## src/rtl/route_scheduler.sv

```systemverilog
// Round-robin scheduler granting one (rank, channel) target at a time to the RCD signal router.
// Ganged mode folds both subchannels of a rank into one grant; errors are reported as one-cycle pulses.
module route_scheduler #(
    parameter int NUM_RANKS      = 2,
    parameter int NUM_CHANNELS   = 2,
    parameter int TIMEOUT_CYCLES = 15,
    localparam int RW = (NUM_RANKS > 1) ? $clog2(NUM_RANKS) : 1,
    localparam int CW = (NUM_CHANNELS > 1) ? $clog2(NUM_CHANNELS) : 1,
    localparam int NT = NUM_RANKS * NUM_CHANNELS
) (
    input  logic                    clk,
    input  logic                    rst,
    input  logic                    cfg_gang_mode,
    input  logic [NUM_RANKS-1:0]    cfg_rank_en,
    input  logic [NUM_CHANNELS-1:0] cfg_channel_en,
    input  logic [NT-1:0]           req_valid,
    output logic [NT-1:0]           req_ready,
    output logic                    sched_valid,
    output logic [RW-1:0]           sched_rank,
    output logic [CW-1:0]           sched_channel,
    output logic                    sched_gang,
    input  logic                    route_ack,
    output logic                    busy,
    output logic                    err_disabled,
    output logic                    err_timeout,
    output logic                    err_spurious_ack,
    output logic [15:0]             grant_count
);
    localparam int PW = (NT > 1) ? $clog2(NT) : 1;
    localparam int TW = $clog2(TIMEOUT_CYCLES + 1);

    typedef enum logic {IDLE, BUSY} state_e;

    state_e          state_q, state_d;
    logic [PW-1:0]   ptr_q, ptr_d;
    logic [TW-1:0]   timer_q, timer_d;
    logic [15:0]     count_q, count_d;
    logic [RW-1:0]   rank_q, rank_d;
    logic [CW-1:0]   chan_q, chan_d;
    logic            gang_q, gang_d;
    logic            abort_q, abort_d;
    logic            timeout_q, timeout_d;
    logic            spur_q, spur_d;

    logic [NT-1:0]        legal;
    logic [NT-1:0]        legal_req;
    logic [NT-1:0]        drop_mask;
    logic [NT-1:0]        gnt_mask;
    logic [NUM_RANKS-1:0] rank_req;
    logic                 found;
    logic [PW-1:0]        gnt_t;
    logic [RW-1:0]        gnt_rank;
    logic [CW-1:0]        gnt_chan;
    logic                 held_legal;
    int                   sel_idx;

    // Legality under the live configuration; only used while IDLE.
    always_comb begin
        legal    = '0;
        rank_req = '0;
        for (int t = 0; t < NT; t++) begin
            legal[t] = cfg_rank_en[t / NUM_CHANNELS] &&
                       (cfg_gang_mode ? (&cfg_channel_en) : cfg_channel_en[t % NUM_CHANNELS]);
        end
        for (int r = 0; r < NUM_RANKS; r++) begin
            rank_req[r] = |(req_valid[r*NUM_CHANNELS +: NUM_CHANNELS] &
                            legal[r*NUM_CHANNELS +: NUM_CHANNELS]);
        end
    end

    assign legal_req = req_valid & legal;
    assign drop_mask = req_valid & ~legal;

    // Round-robin search starting just after the last granted target (or rank).
    always_comb begin
        found    = 1'b0;
        gnt_t    = ptr_q;
        gnt_mask = '0;
        gnt_rank = '0;
        gnt_chan = '0;
        sel_idx  = 0;
        if (cfg_gang_mode) begin
            for (int i = 1; i <= NUM_RANKS; i++) begin
                sel_idx = (int'(ptr_q) / NUM_CHANNELS + i) % NUM_RANKS;
                if (!found && rank_req[sel_idx]) begin
                    found    = 1'b1;
                    gnt_rank = RW'(sel_idx);
                    gnt_t    = PW'(sel_idx * NUM_CHANNELS + NUM_CHANNELS - 1);
                end
            end
            for (int t = 0; t < NT; t++) begin
                if (found && ((t / NUM_CHANNELS) == int'(gnt_rank))) begin
                    gnt_mask[t] = legal_req[t];
                end
            end
        end else begin
            for (int i = 1; i <= NT; i++) begin
                sel_idx = (int'(ptr_q) + i) % NT;
                if (!found && legal_req[sel_idx]) begin
                    found    = 1'b1;
                    gnt_t    = PW'(sel_idx);
                    gnt_rank = RW'(sel_idx / NUM_CHANNELS);
                    gnt_chan = CW'(sel_idx % NUM_CHANNELS);
                end
            end
            if (found) begin
                gnt_mask[gnt_t] = 1'b1;
            end
        end
    end

    // The outstanding command is judged by its latched gang flag, not the live mode bit.
    assign held_legal = cfg_rank_en[rank_q] &&
                        (gang_q ? (&cfg_channel_en) : cfg_channel_en[chan_q]);

    always_ff @(posedge clk) begin
        if (rst) begin
            state_q   <= IDLE;
            ptr_q     <= PW'(NT - 1);
            timer_q   <= '0;
            count_q   <= '0;
            rank_q    <= '0;
            chan_q    <= '0;
            gang_q    <= 1'b0;
            abort_q   <= 1'b0;
            timeout_q <= 1'b0;
            spur_q    <= 1'b0;
        end else begin
            state_q   <= state_d;
            ptr_q     <= ptr_d;
            timer_q   <= timer_d;
            count_q   <= count_d;
            rank_q    <= rank_d;
            chan_q    <= chan_d;
            gang_q    <= gang_d;
            abort_q   <= abort_d;
            timeout_q <= timeout_d;
            spur_q    <= spur_d;
        end
    end

    always_comb begin
        state_d   = state_q;
        ptr_d     = ptr_q;
        timer_d   = timer_q;
        count_d   = count_q;
        rank_d    = rank_q;
        chan_d    = chan_q;
        gang_d    = gang_q;
        abort_d   = 1'b0;
        timeout_d = 1'b0;
        spur_d    = 1'b0;
        case (state_q)
            IDLE: begin
                spur_d = route_ack;
                if (found) begin
                    state_d = BUSY;
                    ptr_d   = gnt_t;
                    timer_d = '0;
                    rank_d  = gnt_rank;
                    chan_d  = gnt_chan;
                    gang_d  = cfg_gang_mode;
                end
            end
            BUSY: begin
                // Ack wins over a disable, which wins over the timeout.
                if (route_ack) begin
                    state_d = IDLE;
                    if (count_q != 16'hFFFF) begin
                        count_d = count_q + 16'd1;
                    end
                end else if (!held_legal) begin
                    state_d = IDLE;
                    abort_d = 1'b1;
                end else if (timer_q == TW'(TIMEOUT_CYCLES - 1)) begin
                    state_d   = IDLE;
                    timeout_d = 1'b1;
                end else begin
                    timer_d = timer_q + 1'b1;
                end
            end
            default: state_d = IDLE;
        endcase
    end

    always_comb begin
        req_ready        = '0;
        sched_valid      = 1'b0;
        busy             = 1'b0;
        sched_rank       = '0;
        sched_channel    = '0;
        sched_gang       = 1'b0;
        err_disabled     = 1'b0;
        err_timeout      = 1'b0;
        err_spurious_ack = 1'b0;
        if (!rst) begin
            sched_valid      = (state_q == BUSY);
            busy             = (state_q == BUSY);
            sched_rank       = rank_q;
            sched_channel    = chan_q;
            sched_gang       = gang_q;
            err_timeout      = timeout_q;
            err_spurious_ack = spur_q;
            err_disabled     = abort_q;
            if (state_q == IDLE) begin
                req_ready    = drop_mask | gnt_mask;
                err_disabled = abort_q | (|drop_mask);
            end
        end
    end

    assign grant_count = count_q;

endmodule

```

## config.mk

```make
export PLATFORM = sky130hd
export DESIGN_NAME = route_scheduler
export DESIGN_NICKNAME = d
export VERILOG_FILES = /design/src/rtl/route_scheduler.sv
export SDC_FILE = /design/constraint.sdc
export NUM_CORES = 1
export LEC_CHECK = 0
export BUFFER_PORTS_ARGS = -buffer_cell sky130_fd_sc_hd__buf_2
export CORE_MARGIN = 2
export CORE_UTILIZATION = 25
export CTS_CLUSTER_SIZE = 10
export DETAILED_ROUTE_END_ITERATION = 10
export PLACE_DENSITY_LB_ADDON = 0.25
export SYNTH_ARGS = -nofsm -noshare
export SYNTH_HDL_FRONTEND = slang
export SYNTH_SLANG_ARGS = --single-unit
```

## constraint.sdc

```tcl
create_clock -name clk -period 2.6 [get_ports clk]
set_input_delay 0.13 -clock clk [delete_from_list [all_inputs] [get_ports clk]]
set_output_delay 0.13 -clock clk [all_outputs]
set_load 0.05 [all_outputs]
```

Yosys cells after proc, flatten, opt, wreduce, memory -nomap -nowiden
Cells that the tools add are included.
{"block": "classes", "n_addsub": 16, "magnitude_cmp": 10, "n_eq_ne": 7, "mux": 89, "bitwise_logic": 20, "n_reduce_logical": 31}
{"operator": "two-way mux 1 bit", "n": 66}
{"operator": "two-way mux 4 bit", "n": 8}
{"operator": "adder 16 x 1 -> 16 bit, second input constant", "n": 1}
{"operator": "less-than comparator 3 x 4 -> 1 bit, second input constant", "n": 4}
{"operator": "two-way mux 2 bit", "n": 8}
{"operator": "!= test 16 bit, second input constant", "n": 1}
{"operator": "OR reduction 2 bit", "n": 7}
{"operator": "logical AND 1 bit", "n": 12}
{"operator": "less-than comparator 2 x 3 -> 1 bit, second input constant", "n": 3}
{"operator": "adder 2 bit, second input constant", "n": 4}
{"operator": "AND 4 bit", "n": 2}
{"operator": "binary-select mux 1 bit (select 2 bit)", "n": 4}
{"operator": "one-hot mux 4 bit (2 select lines)", "n": 1}
{"operator": "OR reduction 4 bit", "n": 2}
{"operator": "AND 1 bit, first input constant", "n": 6}
{"operator": "!= test 2 bit, second input constant", "n": 3}
{"operator": "AND reduction 3 bit", "n": 2}
{"operator": "adder 1 bit", "n": 4}
{"operator": "adder 2 x 1 -> 2 bit, second input constant", "n": 2}
{"operator": "adder 4 x 1 -> 4 bit, second input constant", "n": 1}
{"operator": "AND 1 bit", "n": 4}
{"operator": "AND 2 bit", "n": 2}
{"operator": "== test 4 bit, second input constant", "n": 1}
{"operator": "logical NOT 1 bit", "n": 4}
{"operator": "15 further kinds", "n": 21}
{"block": "word_totals", "ff_bits": 29, "elab_cells": 183}

Longest topological paths before layout
{"block": "logic_depth", "ltp_word": 30, "ltp_mapped": 11, "depth_no_buf": 11}

Worst setup path after synthesis
No wires, ideal clock.
{"block": "synth_path", "path_kind": "reg2out", "start": "reg ptr_q[1]", "end": "out req_ready[0]", "arrival_time_ns": 2.864, "t_required_ns": 2.470, "path_slack_ns": -0.394, "stages_incl_launch_ff": 12, "path_buffers": 2, "path_cell_list": "dfxtp_1 clkbuf_1 clkbuf_1 nand2_1 o211ai_1 o21ai_0 ha_1 inv_1 a311oi_1 a211oi_1 a211o_1 o22ai_1"}
{"block": "synth_between", "elab_chain_cells": 27, "elab_cells_between_ends": 65}
{"element": "from (decl)", "line_no": "35", "rtl": "logic [PW-1:0] ptr_q, ptr_d;"}
{"element": "from (signal assigned)", "line_no": "119", "rtl": "ptr_q <= PW'(NT - 1);"}
{"element": "from (signal assigned)", "line_no": "130", "rtl": "ptr_q <= ptr_d;"}
{"element": "adder 2 x 1 -> 2 bit", "line_no": "98", "rtl": "sel_idx = (int'(ptr_q) + i) % NT;"}
{"element": "binary-select mux 1 bit (select 2 bit)", "line_no": "99", "rtl": "if (!found && legal_req[sel_idx]) begin"}
{"element": "two-way mux 1 bit (implied by the code) (2 in series)", "line_no": "99"}
{"element": "two-way mux 1 bit", "line_no": "99"}
{"element": "two-way mux 1 bit", "line_no": "82", "rtl": "if (cfg_gang_mode) begin"}
{"element": "logical NOT 1 bit", "line_no": "99"}
{"element": "logical AND 1 bit", "line_no": "99"}
{"element": "two-way mux 1 bit", "line_no": "99"}
{"element": "(+10 left out)"}
{"element": "logical AND 1 bit (implied by the code)", "line_no": "107", "rtl": "gnt_mask[gnt_t] = 1'b1;"}
{"element": "two-way mux 1 bit (implied by the code)", "line_no": "107"}
{"element": "demux 1 bit (select 2 bit)", "line_no": "107"}
{"element": "two-way mux 4 bit", "line_no": "106", "rtl": "if (found) begin"}
{"element": "two-way mux 4 bit *", "line_no": "82"}
{"element": "bitwise OR 4 bit *", "line_no": "206", "rtl": "req_ready = drop_mask | gnt_mask;"}
{"element": "two-way mux 4 bit *", "line_no": "205", "rtl": "if (state_q == IDLE) begin"}
{"element": "two-way mux 4 bit *", "line_no": "196", "rtl": "if (!rst) begin"}
{"element": "to (decl)", "line_no": "17", "rtl": "output logic [NT-1:0] req_ready,"}
Every way passes the cells marked *; elsewhere a longest branch is shown, timed or not. The select of a mux whose other input is x is not followed.

Worst setup path after layout
Same ends and word-level chain as after synthesis.

==> impl_metrics.json <==
{
  "status": "complete, but fails checks",
  "violations": "negative setup slack",
  "m1WireLength_um": 2670,
  "finalSetupViolations": 2,
  "synth-seq-area-share": 0.284,
  "fin_ws_ns": -0.0164,
  "multi_input_area_sq_um": 1370,
  "combPwrFrac": 0.254,
  "hold_path.class": "input pin to register",
  "fin_crit_sh": 1.01,
  "insertion_delay_ns": 0.28,
  "diodes": 0,
  "sequentialPowerShare": 0.367,
  "critical_path_buf_inv_count": 3,
  "cts_buffers": 5,
  "power.switching_uw": 378,
  "worst_path_max_delay_cell": "dfxtp_4",
  "tritoncts": "yes",
  "fin_skew_ns": 0.00588,
  "rows": 32,
  "first_pass_iters": 4,
  "clkSinkCount": 29,
  "routed_wl_um": 5910,
  "critPathRequiredTime_ns": 2.47,
  "mappedNetlistArea_sq_um": 2040,
  "grt_max_degree": 21,
  "synth_area_leaders": "dfxtp_1 (28%), nor2_1 (5.9%), nand3_1 (4.4%)",
  "wl_met3_um": 408,
  "area_delta_synth_final_pct": 30.5,
  "slew_violations": 0,
  "core_area_sq_um": 7810,
  "holdBufCountCts": 0,
  "syn_inst": 264,
  "synth_edf_count": 0,
  "layout_commonest_cell": "buf_2",
  "htree_num_levels": 2,
  "p_leak_uw": 0.00111,
  "grt_pass1_wl_um": 9870,
  "die_w_um": 94.4,
  "yosys_register_bits": 29,
  "vias_per_cell": 4.99,
  "layout.nets": 336,
  "worst_setup_path_end_kind": "output pin",
  "relSlewSlack": 0.579,
  "die_h_um": 94.4,
  "grt_use_total": 0.140,
  "pre_cts_slack_ns": -0.0247,
  "ff_latch_area_sq_um": 584,
  "synth-main-ff-cell": "dfxtp_1",
  "synthArstFlopShare": 0,
  "peakVddDrop_uv": 296,
  "clk_path_buf_depth": 2,
  "cp.arrival_ns": 2.49,
  "final_cell_mix": "buf_2 (35), nor2_1 (32), dfxtp_1 (28), buf_4 (24), nand3_1 (18)",
  "floorplan.initialDensity": 0.261,
  "fin_crit_ns": 2.62,
  "hpwlAfterDp_um": 4400,
  "path_delay_family": "compound AO/OA/AOI/OAI gates",
  "yosys.area.top_type": "dfxtp_1",
  "path_class": "register to output pin",
  "power.density_nw_per_um2": 478,
  "port-buffer-count": 39,
  "clk_pin_slew_ns": 0.06,
  "cp_cell_sequence": "buf_6 > o21ai_0 > o21ai_1 > ha_1 > inv_1 > a311oi_2 > a211oi_2 > a211o_1 > o22ai_2 > buf_6",
  "ys_types": 58,
  "critPathLaunchType": "register",
  "design_area_sq_um": 2660,
  "die_area_sq_um": 8900,
  "switching_share": 0.297,
  "critPathMaxFanout": 4,
  "antenna_found_initial": 0,
  "grt_overflow": 0,
  "syn_avg_cell_area_sq_um": 7.73,
  "rsz0062_at_grt": "true",
  "drc": 0,
  "syn-num-nets": 280,
  "drive_gt1_frac": 0.280,
  "p_int_uw": 895,
  "dpl_cell_area_sq_um": 2470,
  "drt_first_iter_violations": 69,
  "place_congestion": 0.859,
  "wl_per_cell_um": 14.0,
  "cts_root_buf": "clkbuf_8",
  "met2_length_um": 2730,
  "crit_top_cell": "buf_6",
  "drv_cap": 0,
  "worst_slew_pin_slew_ns": 0.628,
  "max_stage_delay_ns": 0.36,
  "fillerInstances": 848,
  "vias": 2110,
  "yosysWarnings": 0,
  "maxUsedRoutingLayer": "met4",
  "finalHoldViolations": 0,
  "ant_nets": 0,
  "p_clk_frac": 0.378,
  "grt_pass1_vias": 2067,
  "synth_top_area_share": 0.284,
  "boundaryPins": 40,
  "max_freq_mhz": 382
}
==> sequential cells by signal (all words and copies together), names as in the netlist <==
register,flops
state_q,1
timeout_q,1
abort_q,1
ptr_q,2
spur_q,1
chan_q,1
grant_count,16
rank_q,1
gang_q,1
timer_q,4
==> synthesized netlist by cell type (4+ instances only) <==
master     n
clkbuf_1  10
a21oi_1   14
nand3_1   18
o21ai_0    9
o211ai_1   4
a211oi_1   4
xor2_1     9
xnor2_1    6
o21ai_1    4
nand4_1    6
nand2b_1   6
nor2b_1    6
a22oi_1    4
nor2_1    32
nor3_1     5
nand2_1   17
inv_1     16
ha_1       4
and3_1     8
dfxtp_1   29
==> final timing paths <==
check / slack, ns / cells after the start / startpoint / end
worst min register to register: 0.50 / 1 / timer_q[2] / timer_q[2]
worst max register to register: 0.33 / 11 / ptr_q[1] / ptr_q[0]
worst max-delay path: -0.02 / 10 / ptr_q[1] / req_ready[0]
worst min-delay path: 0.06 / 2 / route_ack / timeout_q
==> power by group through the flow <==
stage / Sequential, uW / Clock (uW) / Combinational [uW]
final: 468 / 482 / 324
after global routing: 470 / 512 / 356
after CTS: 468 / 500 / 305
after detailed placement: 477 / 0 / 287
after global placement: 478 / 0 / 287
after floorplan: 472 / 0 / 203
==> per-stage QoR <==
stage	TNS [ns]	hold WS (ns)	std cells	utilization	total power (uW)
6_report	-0.0319	0.0623	423	0.341	1270
5_1_grt	-0.584	0.0663	423	0.341	1340
4_1_cts	0	0.0521	420	0.335	1270
3_5_place_dp	-0.0247	0.361	411	0.316	764
3_3_place_gp	0	0.359	411	0.316	764
2_1_floorplan	-0.644	0.208	264	-	676
==> timing repair <==
action                                  in CTS  in global routing
endpoints found under the setup margin       4                  4
buffers inserted                             1                  3
resized for setup                            7                  7
pin swaps                                    5                  7
==> metal layers <==
| metal | track usage | up-vias |
|---|---|---|
| met5 | 0 | - |
| met4 | 0.0543 | 0 |
| met3 | 0.0311 | 11 |
| met2 | 0.224 | 67 |
| met1 | 0.183 | 970 |
| li1 | - | 1062 |
==> final cells by class <==
type / instances / share of cell area
Multi-Input combinational cell: 205 / 0.516
Sequential cell: 29 / 0.219
Timing Repair Buffer: 63 / 0.150
Tap cell: 102 / 0.0479
Clock buffer: 7 / 0.0324
Inverter: 16 / 0.0226
Clock inverter: 1 / 0.0113
==> cells by family (layout without fill, tap and decap cells) <==
group                      after synthesis  in the layout  share of synthesized area
and+or+nand+nor                        116            116                      0.314
adders and majority gates                4              4                     0.0245
DFF                                     29             29                      0.284
buffers and inverters                   30             87                     0.0601
AOI/OAI and AO/OA                       67             67                      0.238
xor gates and xnor gates                15             15                     0.0644
muxes                                    3              3                     0.0147
==> worst reg2reg max path: stages (launching register included) <==
cell	delay, ns
dfxtp_4	0.36
buf_6	0.11
o21ai_0	0.19
o21ai_1	0.09
ha_1	0.33
inv_1	0.06
a311oi_2	0.26
a211oi_2	0.09
buf_4	0.16
a211oi_4	0.27
buf_4	0.15
a21oi_1	0.06
No activity file was read; power rests on OpenSTA's default activity.
